**src/rtl/fetch_pkg.sv**
```systemverilog
// Shared types and constants for the fetch sequencer: state encoding, program
// entry points and the branch-target table.
package fetch_pkg;

  localparam int PC_W  = 8;
  localparam int IDX_W = 4;
  localparam int CNT_W = 16;

  typedef enum logic [1:0] {
    IDLE = 2'd0,
    RUN  = 2'd1,
    DONE = 2'd2
  } state_t;

  // Program 3 is unused and aliases program 0.
  localparam int START_ADDR [4] = '{0, 27, 46, 0};

  localparam int LUT_DEPTH = 16;
  localparam int BRANCH_LUT [LUT_DEPTH] = '{
    2,   // loop
    22,  // lowerloop
    27,  // stringLoop
    30,  // matchLoop
    40,  // found
    41,  // incJ
    47,  // outer
    49,  // inner
    54,  // ijSub
    55,  // compDist
    58,  // incJ2
    0, 0, 0, 0, 0
  };

endpackage

```
**src/rtl/branch_lut.sv**
```systemverilog
// Branch-target lookup: maps the short index carried by an instruction to a
// full PC value. Purely combinational.
module branch_lut
  import fetch_pkg::*;
#(
  parameter int PC_W  = fetch_pkg::PC_W,
  parameter int IDX_W = fetch_pkg::IDX_W
) (
  input  logic [IDX_W-1:0] idx,
  output logic [PC_W-1:0]  target
);

  // NOTE: target gets a default before the conditional so no path leaves it
  // unassigned, which would otherwise infer a latch.
  always_comb begin
    target = '0;
    if (int'(idx) < LUT_DEPTH) target = PC_W'(BRANCH_LUT[idx]);
  end

endmodule

```
**src/rtl/fetch_ctrl.sv**
```systemverilog
// Program counter and fetch sequencer: selects a resident program, steps or
// branches the PC under decoder control and reports run/done status.
module fetch_ctrl
  import fetch_pkg::*;
#(
  parameter int PC_W  = fetch_pkg::PC_W,
  parameter int IDX_W = fetch_pkg::IDX_W,
  parameter int CNT_W = fetch_pkg::CNT_W
) (
  input  logic             clk,
  input  logic             rst,
  input  logic             start,
  input  logic [1:0]       prog_sel,
  input  logic             halt,
  input  logic             stall,
  input  logic             branch_en,
  input  logic [IDX_W-1:0] branch_idx,
  output logic [PC_W-1:0]  pc,
  output logic             running,
  output logic             done,
  output logic [CNT_W-1:0] cycle_cnt
);

  state_t          state;
  logic [PC_W-1:0] branch_target;

  branch_lut #(
    .PC_W  (PC_W),
    .IDX_W (IDX_W)
  ) u_branch_lut (
    .idx    (branch_idx),
    .target (branch_target)
  );

  // NOTE: all state updates use non-blocking assignments so every register
  // samples the pre-edge values; reset is asynchronous and clears everything.
  always_ff @(posedge clk or posedge rst) begin
    if (rst) begin
      state     <= IDLE;
      pc        <= '0;
      cycle_cnt <= '0;
      running   <= 1'b0;
      done      <= 1'b0;
    end else if (start) begin
      state     <= RUN;
      pc        <= PC_W'(START_ADDR[prog_sel]);
      cycle_cnt <= '0;
      running   <= 1'b1;
      done      <= 1'b0;
    end else begin
      case (state)
        RUN: begin
          // The halt cycle still counts as a run cycle.
          if (cycle_cnt != '1) cycle_cnt <= cycle_cnt + 1'b1;
          if (halt) begin
            state   <= DONE;
            running <= 1'b0;
            done    <= 1'b1;
          end else if (!stall) begin
            if (branch_en) pc <= branch_target;
            else           pc <= pc + 1'b1;
          end
        end
        default: ;  // IDLE and DONE hold everything until start
      endcase
    end
  end

endmodule

```
**config.mk**
```make
export PLATFORM = sky130hd
export DESIGN_NAME = fetch_ctrl
export DESIGN_NICKNAME = d
export VERILOG_FILES = /design/src/rtl/fetch_pkg.sv /design/src/rtl/branch_lut.sv /design/src/rtl/fetch_ctrl.sv
export SDC_FILE = /design/constraint.sdc
export NUM_CORES = 1
export LEC_CHECK = 0
export BUFFER_PORTS_ARGS = -buffer_cell sky130_fd_sc_hd__buf_2
export CORE_MARGIN = 2
export CORE_UTILIZATION = 40
export CTS_BUF_LIST = sky130_fd_sc_hd__clkbuf_4 sky130_fd_sc_hd__clkbuf_8
export CTS_CLUSTER_SIZE = 24
export DETAILED_ROUTE_END_ITERATION = 8
export REMOVE_ABC_BUFFERS = 1
export SKIP_CTS_REPAIR_TIMING = 1
export SYNTH_ARGS = -nofsm -noshare
export SYNTH_HDL_FRONTEND = slang
export SYNTH_SLANG_ARGS = --single-unit
```
**constraint.sdc**
```tcl
create_clock -name clk -period 2.2 [get_ports clk]
set_clock_uncertainty 0.05 [all_clocks]
set_input_delay 0.22 -clock clk [delete_from_list [all_inputs] [get_ports clk]]
set_output_delay 0.22 -clock clk [all_outputs]
set_load 0.05 [all_outputs]
```
==> results.md <==
- Fin crit share: between 80 and 90%
- Slew headroom: 55.9%
- Initial antenna violation count: 0
- Data arrival time of the critical path: roughly 2000 ps
- RD Place Congestion: a little over 0.8
- Initial core utilization: 41.9%
- # Max-Cap Violations: 0
- Worst skew pair latency: ~270 ps
- DR WL/cell: around 14 um
- Least-Margin Pin Slew: around 650 ps
- # rows: 24
- Critical path capture point type: flip-flop
- Core box area: 4380 um2
- Pwr Density: between 500 and 600 nW/um2
- Routed Antenna Nets: 0
- DRT Pass-1 Iters: 4
- N_diodes: 0
- Unrepaired setup endpoints after global routing: no
- Vias in the first global route: around 1500
- Max Root-Sink Buffers: 2
- Iteration-0 DRC Markers: 63
- Pin count of the biggest net entering global routing: 27
- Chip Width: 71.7 um
- Layout fillers: 435
- Most frequent cells in the layout: buf_2 (37), dfrtp_1 (26), nor2_1 (18)
- GRT Util Overall: between 10% and 20%
- Fraction of registers with async set/reset: between 90% and 100%
- # H-tree levels: 1
- Syn avg cell area: around 9 um2
- Clock root buffer: clkbuf_8
- DP HPWL: approximately 3000 um
- Worst EP required: roughly 2400 ps
- Final setup viols: 0
- Post-Synthesis Cell Area: roughly 1800 um2
- Synth unique cells: 58
- Syn. warnings: 0
- CTS tree: yes
- Crit Path Max Fanout: 9
- CTS Sinks: 26
- Worst hold slack: roughly 130 ps
- Yosys reg bits: 26
- Total die area: just over 5000 um2
- Fmax: about 0.55 GHz
- CP Class: flip-flop to flip-flop
- Residual DRC: 0
- Slew Limit Fails: 0
- CTS Buf Count: 3
- Sequential area share after synthesis: between 30 and 40%
- Setup crit start kind: flip-flop
- Post-route cell area: 2130 um2
- Worst vdd ir: between 0.3 and 0.4 mV
- Via Count: roughly 1700
- First-pass GRT wire length: about 6900 um
- Placed Area: around 2000 um2
- Ys flop type: dfrtp_1
- CP peak stage delay: between 400 and 500 ps
- Static leakage: about 0.96 nW
- Most common cell after layout, fill and taps aside: buf_2
- Die Y: ~70 um
- Number of flops mapped to enable cells by yosys: 0
- Final net count: between 200 and 300
- Outcome: complete, no violations
- Slowest CP cell: or3_2
- Post-synthesis cell count: around 200
- Gr ovfl total: 0
- Final hold violation count: 0
- Clock transition at path regs: approximately 100 ps
- Io pins: 38
- Final wirelength: between 4000 and 5000 um
- Port bufs: 37
- Vias per cell: ~5.8
- Critical-path cell list: and3_1, o211ai_2, or3_2, a21oi_1
- Fraction of layout cells with a size suffix above 1: between 20% and 30%
- Tmin final: between 1500 and 2000 ps
- Hold crit path type: primary input to flip-flop
- Area growth from synthesis to layout: 16.1%
Yosys cell counts, drive strengths merged (2+ instances only):
cell	count	area [um2]
and2	2	12.5
and4	2	17.5
and3	5	31.3
nand2b	5	31.3
ha	4	50.1
nand2	9	33.8
o21ai	7	35.0
clkbuf	7	26.3
a21o	2	15.0
nor2	18	67.6
buf	7	55.1
nor3	5	30.0
nor2b	8	50.1
mux2	5	67.6
a2111oi	3	26.3
a21oi	19	106
or4	4	30.0
a311oi	2	17.5
inv	8	30.0
nor3b	2	15.0
a221oi	2	17.5
o41ai	2	17.5
o31a	2	18.8
nand3	7	35.0
dfrtp	26	651
o211ai	2	33.8
a32o	2	20.0
nor4	4	40.0
a31oi	5	31.3
nand4	5	46.3
o31ai	4	30.0
stage by stage:
step	instances	setup slack (ps)	total power [W]	util [%]	setup TNS [ps]
final	287	379	0.00120	48.6	0
after global routing	287	239	0.00126	48.6	0
after CTS	286	376	0.00121	48.4	0
after detailed placement	282	386	0.000802	46.7	0
after global placement	282	385	0.000802	46.7	0
after floorplan	187	-97.2	0.000711	-	-500
flip-flops by register name (all words and copies together) (netlist names):
signal	flops
cycle_cnt	16
pc	8
state	1
done	1
final timing paths:
path / startpoint / endpoint / slack [ps] / cells past startpoint
worst max-delay path: cycle_cnt[4] / cycle_cnt[7] / 380 / 4
worst min-delay path: start / done / 130 / 2
worst max register to register: cycle_cnt[4] / cycle_cnt[7] / 380 / 4
worst min register to register: state[0] / state[0] / 510 / 1
max in group asynchronous: rst / state[0] / 1360 / 4
min in group asynchronous: rst / cycle_cnt[9] / 480 / 4
power by group:
part	switching [W]	internal [W]	leakage, nW
sequential	0.0000310	0.000499	0.345
combinational	0.000181	0.0000828	0.584
clock	0.000159	0.000244	0.0357
area by class of cell:
cell class	instances	area, um2	area share (%)
flip-flops and latches	26	651	30.5
clock inverters	1	30.0	1.41
inverters	8	30.0	1.41
multi-input cells	153	1070	50.4
well taps	52	65.1	3.05
clock buffers	3	41.3	1.94
repair buffers	44	240	11.3
worst max-delay path: cells and delay by family, from the launching register on:
family / cells / cell delay, ps
AO/OA/AOI/OAI: 2 / 410
AND/OR/NAND/NOR: 2 / 890
flip-flops: 1 / 410
routing by layer:
metal	part of all wire [%]	wire, um	GRT usage (%)	vias to the layer above
li1	-	-	-	828
met1	50	2030	24.0	785
met2	45	1820	25.0	37
met3	4.8	198	3.38	4
met4	0.86	35	3.14	0
met5	0	0	0	-
logic make-up (layout without fill, tap and decap cells):
group / Yosys count / after routing / share of synthesized area [%]
compound gates: 61 / 61 / 24.3
xor+xnor: 1 / 1 / 0.477
fa+ha+maj: 4 / 4 / 2.73
buf+inv: 22 / 56 / 6.07
flops: 26 / 26 / 35.4
mux: 6 / 6 / 4.23
simple gates: 81 / 81 / 26.7
Power figures use the tool's default switching activity.
